File: src/rtl/sd_sector_scheduler_pkg.sv
// Shared definitions for the SD sector scheduler.
//   sd_sched_state_t : scheduler FSM encoding
//   SECTOR_BYTES     : bytes moved per granted transfer
package sd_sched_pkg;

  typedef enum logic [1:0] {IDLE, ISSUE, XFER, DONE} sd_sched_state_t;

  localparam int SECTOR_BYTES = 512;

endpackage

File: src/rtl/sd_sector_scheduler_rr_arbiter.sv
// Combinational round-robin arbiter.
//   req     : request vector
//   ptr     : highest-priority index this round
//   gnt     : one-hot grant (0 when no request)
//   gnt_idx : binary index of the granted requester
module rr_arbiter #(
  parameter int N  = 4,
  parameter int IW = $clog2(N)
) (
  input  logic [N-1:0]  req,
  input  logic [IW-1:0] ptr,
  output logic [N-1:0]  gnt,
  output logic [IW-1:0] gnt_idx
);

  logic [N-1:0]   mask;
  logic [2*N-1:0] dbl;
  logic           found;

  // Lower half keeps only requests at or above ptr; upper half holds the full
  // vector so the scan wraps around to indices below ptr.
  always_comb begin
    mask    = ~((N'(1) << ptr) - N'(1));
    dbl     = {req, req & mask};
    found   = 1'b0;
    gnt_idx = '0;
    for (int i = 0; i < 2*N; i++) begin
      if (!found && dbl[i]) begin
        found   = 1'b1;
        gnt_idx = IW'(i % N);
      end
    end
    gnt = found ? (N'(1) << gnt_idx) : '0;
  end

endmodule

File: src/rtl/sd_sector_scheduler.sv
// Round-robin scheduler sharing one SD controller between track pipelines.
//   clk, rst            : clock, synchronous active-high reset
//   req, req_write      : per-track sector request and direction (1 = write)
//   rewind              : per-track pulse, returns the sector counter to 0
//   grant, done         : one-hot owner, one-cycle completion pulse
//   sd_ready, byte_strobe : controller ready, one pulse per byte moved
//   sd_rd, sd_wr, sd_addr : registered controller command
//   busy                : high whenever the FSM is not idle
//
// state | meaning
// IDLE  | no owner; arbitrate among requests
// ISSUE | owner chosen, address valid; wait for sd_ready
// XFER  | enable held; count byte strobes up to a full sector
// DONE  | one cycle; pulse done, advance sector index and rr pointer
module sd_sector_scheduler
  import sd_sched_pkg::*;
#(
  parameter int NUM_TRACKS  = 4,
  parameter int SECTOR_BITS = 16
) (
  input  logic                  clk,
  input  logic                  rst,
  input  logic [NUM_TRACKS-1:0] req,
  input  logic [NUM_TRACKS-1:0] req_write,
  input  logic [NUM_TRACKS-1:0] rewind,
  output logic [NUM_TRACKS-1:0] grant,
  output logic [NUM_TRACKS-1:0] done,
  input  logic                  sd_ready,
  input  logic                  byte_strobe,
  output logic                  sd_rd,
  output logic                  sd_wr,
  output logic [31:0]           sd_addr,
  output logic                  busy
);

  localparam int TW = $clog2(NUM_TRACKS);
  localparam logic [9:0] LAST_BYTE = 10'(SECTOR_BYTES - 1);

  sd_sched_state_t        state;
  logic                   dir;
  logic [9:0]             byte_cnt;
  logic [TW-1:0]          rr_ptr;
  logic [TW-1:0]          cur;
  logic [NUM_TRACKS-1:0]  rew_pend;
  logic [SECTOR_BITS-1:0] sector_idx [NUM_TRACKS];

  logic [NUM_TRACKS-1:0]  arb_gnt;
  logic [TW-1:0]          arb_idx;
  logic [31:0]            addr_next;

  rr_arbiter #(.N(NUM_TRACKS), .IW(TW)) u_arb (
    .req     (req),
    .ptr     (rr_ptr),
    .gnt     (arb_gnt),
    .gnt_idx (arb_idx)
  );

  always_comb begin
    addr_next = 32'({arb_idx, sector_idx[arb_idx], 9'b0});
  end

  assign busy = (state != IDLE);

  always_ff @(posedge clk) begin
    if (rst) begin
      state    <= IDLE;
      grant    <= '0;
      done     <= '0;
      dir      <= 1'b0;
      sd_rd    <= 1'b0;
      sd_wr    <= 1'b0;
      sd_addr  <= '0;
      byte_cnt <= '0;
      rr_ptr   <= '0;
      cur      <= '0;
      rew_pend <= '0;
      for (int i = 0; i < NUM_TRACKS; i++) sector_idx[i] <= '0;
    end else begin
      done <= '0;

      // A rewind of the owning track is deferred to DONE so the running
      // transfer keeps its address; other tracks clear immediately.
      for (int i = 0; i < NUM_TRACKS; i++) begin
        if (rewind[i]) begin
          if (grant[i]) rew_pend[i]   <= 1'b1;
          else          sector_idx[i] <= '0;
        end
      end

      unique case (state)
        IDLE: begin
          if (|req) begin
            grant   <= arb_gnt;
            cur     <= arb_idx;
            dir     <= req_write[arb_idx];
            sd_addr <= addr_next;
            state   <= ISSUE;
          end
        end
        ISSUE: begin
          if (sd_ready) begin
            sd_wr    <= dir;
            sd_rd    <= !dir;
            byte_cnt <= '0;
            state    <= XFER;
          end
        end
        XFER: begin
          if (byte_strobe) begin
            byte_cnt <= byte_cnt + 10'd1;
            if (byte_cnt == LAST_BYTE) begin
              sd_rd <= 1'b0;
              sd_wr <= 1'b0;
              done  <= grant;
              state <= DONE;
            end
          end
        end
        DONE: begin
          if (rew_pend[cur] || rewind[cur]) sector_idx[cur] <= '0;
          else sector_idx[cur] <= sector_idx[cur] + SECTOR_BITS'(1);
          rew_pend[cur] <= 1'b0;
          rr_ptr        <= cur + TW'(1);
          grant         <= '0;
          state         <= IDLE;
        end
        default: state <= IDLE;
      endcase
    end
  end

endmodule

File: config.mk
export PLATFORM = sky130hd
export DESIGN_NAME = sd_sector_scheduler
export DESIGN_NICKNAME = d
export VERILOG_FILES = /design/src/rtl/sd_sector_scheduler_pkg.sv /design/src/rtl/sd_sector_scheduler_rr_arbiter.sv /design/src/rtl/sd_sector_scheduler.sv
export SDC_FILE = /design/constraint.sdc
export NUM_CORES = 1
export LEC_CHECK = 0
export ABC_CLOCK_PERIOD_IN_PS = 2740
export CAP_MARGIN = 10
export CORE_MARGIN = 2
export CORE_UTILIZATION = 35
export DETAILED_ROUTE_END_ITERATION = 10
export SLEW_MARGIN = 20
export SYNTH_ARGS = -nofsm -noshare
export SYNTH_HDL_FRONTEND = slang
export SYNTH_SLANG_ARGS = --single-unit
File: constraint.sdc
create_clock -name clk -period 2.74 [get_ports clk]
set_input_delay 0.274 -clock clk [delete_from_list [all_inputs] [get_ports clk]]
set_output_delay 0.274 -clock clk [all_outputs]
set_load 0.03 [all_outputs]
Word level (Yosys, flattened, before mapping):

Memory sizes are Yosys's and may differ from the RTL's. A register that Yosys moved wholly into a read port is not among the register bits.
Cells that the tools add are included.

* bits in writable memories: 64
* register bits: 49
* memories kept: 1

* add/subtract/negate cells: 4
* equality and inequality tests: 8
* order comparisons: 3
* reduce and logical (&&, ||, !) cells: 28
* mux-type cells: 86
* shift operators: 2
* bitwise operators: 12

Memory list
* sector_idx: words 4, bits a word 16, rd ports 2, clocked after Yosys merged registers in 2, write ports 5, line sd_sector_scheduler.sv:45 `logic [SECTOR_BITS-1:0] sector_idx [NUM_TRACKS];`

Operator list (number)
* 16-bit two-way mux: 5
* 1-bit two-way mux: 55
* 2-bit two-way mux: 12
* 10-bit two-way mux: 2
* 10-bit one-hot mux with 2 select lines: 1
* 16-bit by 1-bit adder with 16-bit output, second input constant: 1
* 4-bit two-way mux: 3
* 10-bit by 1-bit adder with 10-bit output, second input constant: 1
* 10-bit by 9-bit == test with 1-bit output, second input constant: 1
* 4-bit AND: 2
* 1-bit logical AND: 8
* 1-bit zero test: 8
* 2-bit inequality test, second input constant: 4
* 4-bit inverter: 2
* 2-bit one-hot mux with 4 select lines: 1
* 4-bit one-hot mux with 2 select lines: 1
* 4-bit AND reduction: 2
* 4-bit OR reduction: 2
* 1-bit by 2-bit << shifter with 4-bit output, first input constant: 2
* 1-bit binary-select mux with 2-bit select: 3
* 2-bit by 3-bit less-than comparator with 1-bit output, second input constant: 2
* 2-bit nonzero test: 3
* 1-bit bitwise OR: 5
* 2-bit == test, second input constant: 2
* other kinds (11): 15

Depth between registers and ports, before layout:

* word-level depth: 30
* gate-level depth with buffers: 8
* depth with buffers taken out: 7

Modules after synthesis:

A second synthesis with hierarchy kept.

* cell total of the unflattened synthesis: 516
* area, all modules: 5801.8 um2

Modules (own cells, without submodules)
* sd_sector_scheduler: cells an instance 485, times used 1, area an instance 5604.1 um2
* rr_arbiter: cells an instance 31, times used 1, area an instance 197.7 um2

Least setup slack after synthesis:

Ideal clock, no wire load.

* path kind: register to register
* from: register (tool-made name)
* to: memory sector_idx[1][14], data pin
* required time: 2.475 ns
* period minus slack after synthesis: 2.210 ns
* library setup time: 0.265 ns
* setup slack: 0.530 ns
* cell stages (with the launch flop): 9
* data arrival time: 1.945 ns
* cell sequence: dfxtp_1 > buf_6 > buf_12 > mux4_2 > ha_1 > nand2_1 > nor4_2 > xnor2_1 > nor2_1

RTL lines (line)
* end, declared: sd_sector_scheduler.sv:45

==> flow_summary.toml <==
[timing]
setup_viol = 0
finalMaxSlewViolations = 0
hold_viol_final = 0
setup_ws_ps = 390
period_minus_slack_ps = 2350
worst_pin_slew_ps = 802
max_freq_ghz = 0.426
finalSetupTns_ps = 0
fin_skew_ps = 9.74
hold_slack_ps = 458
slew_headroom = 0.458
rsz0062_at_grt = "no"
period_share = 0.857

[cts]
path_clk_slew_ps = 60
cts_hold_buf = 0
cts_sinks = 113
root_buffer = "clkbuf_16"
clk_path_buf_depth = 2
htreeDepth = 4
numCtsBuffers = 17
worstSkewPairLatency_ps = 420
cts_tree = "built"

[worst_setup_path]
cp-end-kind = "flip-flop"
path_max_fanout = 10
cp.arrival_ps = 2510
worst_setup_path_start_kind = "flip-flop"
cp.required_ps = 2900
critPathKind = "reg -> reg"

[pwr]
power.leakage_nw = 2.60
p_sw_frac = 0.322
power_density_nw_per_um2 = 926
p_total_mw = 6.54
peakVddDrop_mv = 0.605
seq_power_share = 0.343
p_clk_frac = 0.368
switchingPower_mw = 2.10
comb_power_share = 0.289
p_int_mw = 4.44

[detailed_routing]
drt-met1-wl_um = 6840
drc = 0
wire_per_inst_um = 18.1
antenna_left = 0
wl_met2_um = 7040
num_vias = 4380
dr.max_layer_used = "met4"
wirelength_um = 14900
vias_per_cell = 5.34
firstDrtPassIters = 4
drt_first_iter_violations = 286
met3_length_um = 828

[synth]
yosysUniqueCellTypes = 51
yosysMostFrequentCell = "nor2_1"
syn-instance-count = 539
synth_edf_count = 64
synthFlopType = "edfxtp_1"
yosys_warnings = 0
ys_top_cells_by_area = "edfxtp_1 34%, dfxtp_1 17%, nor2_1 7.1%"
synth-seq-area-share = 0.506
synth_largest_area_cell = "edfxtp_1"
synthArstFlopShare = 0
avgSynthCellArea_um2 = 10.6
syn_area_um2 = 5730
synth_seq_cells = 113
ys_top_cells_by_count = "108 x nor2_1, 64 x edfxtp_1, 49 x dfxtp_1"
yosysTopAreaCellShare = 0.335

[grt]
grt_pass1_wl_um = 24000
grt_max_degree = 37
gr-total-overflow = 0
grt_pass1_vias = 4348
antenna_found_initial = 0
gr-usage-all-layers = 0.178

[floorplanning]
core_area_um2 = 15900
placementRows = 46
die_y_um = 132
dieArea_um2 = 17400
initial_utilization = 0.360
pin_count = 59
die_x_um = 132

[final_layout]
multi_input_area_um2 = 2570
area_delta_synth_final_pct = 23.2
antenna_cells = 0
finalNonFillerCells = 820
finalNetCount = 619
area.sequential_um2 = 2900
fin_util = 0.443
fin_area_um2 = 7060
drive_above_1_share = 0.126
filler_cell_count = 1500

[place]
place.gp.congestion = 0.795
place_inst = 789
dpl_cell_area_um2 = 6420
portBuffers = 44
pre_cts_slack_ps = 206
dp_hpwl_um = 9330

[run_status]
status = "completed"

[hold_path]
hold_start = "sd_wr$_SDFFE_PP0P_"
hold_class = "reg -> reg"

[flow_run]
max_cap_viol_count = 0
-- critical path: stages, from the launching register on --
cell and delay (ps):
dfxtp_2 470, buf_4 300, mux4_2 580, nand2_1 210, nor3b_1 90, xnor2_1 330, nor2_1 100
-- layout make-up --
class	count	area share
flip-flops and latches	113	0.411
multi-input cells	379	0.364
repair buffers	66	0.0875
clock buffers	20	0.0647
well taps	216	0.0383
clock inverters	11	0.0264
inverters	15	0.00797
-- what timing repair did --
action | in CTS | in global routing
buffers inserted | 0 | 0
endpoints found under the setup margin | 0 | 2
resized for setup | 0 | 1
-- kinds of logic after synthesis --
kind of cell | after synthesis | share of synthesized area
adder cells (fa/ha/maj) | 11 | 0.0240
AO/OA/AOI/OAI | 112 | 0.133
flip-flops | 113 | 0.506
other | 1 | 0.000654
multiplexers | 22 | 0.0742
AND/OR/NAND/NOR | 198 | 0.174
XOR/XNOR | 22 | 0.0336
buffers and inverters | 60 | 0.0537
-- final timing paths --
kind                                    end  slack, ps  depth (start not counted)
max          sector_idx[2][8]$_SDFFCE_PN0P_        390                          6
min                      sd_wr$_SDFFE_PP0P_        460                          2
max reg2reg  sector_idx[2][8]$_SDFFCE_PN0P_        390                          6
min reg2reg              sd_wr$_SDFFE_PP0P_        460                          2
-- power groups by stage --
stage                     Sequential, mW  Combinational [mW]  Clock (mW)
after floorplan                     2.47                1.02           0
after global placement              2.27                1.87           0
after detailed placement            2.28                1.89           0
after CTS                           2.25                1.90        2.44
after global routing                2.28                2.05        2.52
final                               2.24                1.89        2.41
-- per-layer routing --
layer | global-route usage | up-vias
met5 | 0 | -
met4 | 0.0550 | 0
met3 | 0.0431 | 11
met2 | 0.280 | 138
met1 | 0.242 | 2178
li1 | - | 2053
-- sequential cells by signal (all words and copies together) (netlist names), named ones only --
register / count
sd_wr: 1
dir: 1
sd_rd: 1
rr_ptr: 2
cur: 2
rew_pend: 4
state: 2
grant: 4
sector_idx: 64
sd_addr: 16
done: 4
byte_cnt: 10
-- layout by cell type (no fill, tap or decap), drive strengths merged, types with 11 or more instances in the layout --
cell type      netlist  final
xnor2               13     13
mux4                16     16
conb                 1     14
edfxtp              64     64
clkbuf              21     20
inv                 15     15
nand2               14     14
a21boi              20     20
a211oi              19     19
nand3               16     16
buf                 24     22
ha                  11     11
and3                19     19
a221oi              18     18
dfxtp               49     49
nor2               108    108
o21ai               26     26
a21oi               17     17
clkdlybuf4s50        0     44
No activity file was read; power rests on OpenSTA's default activity.
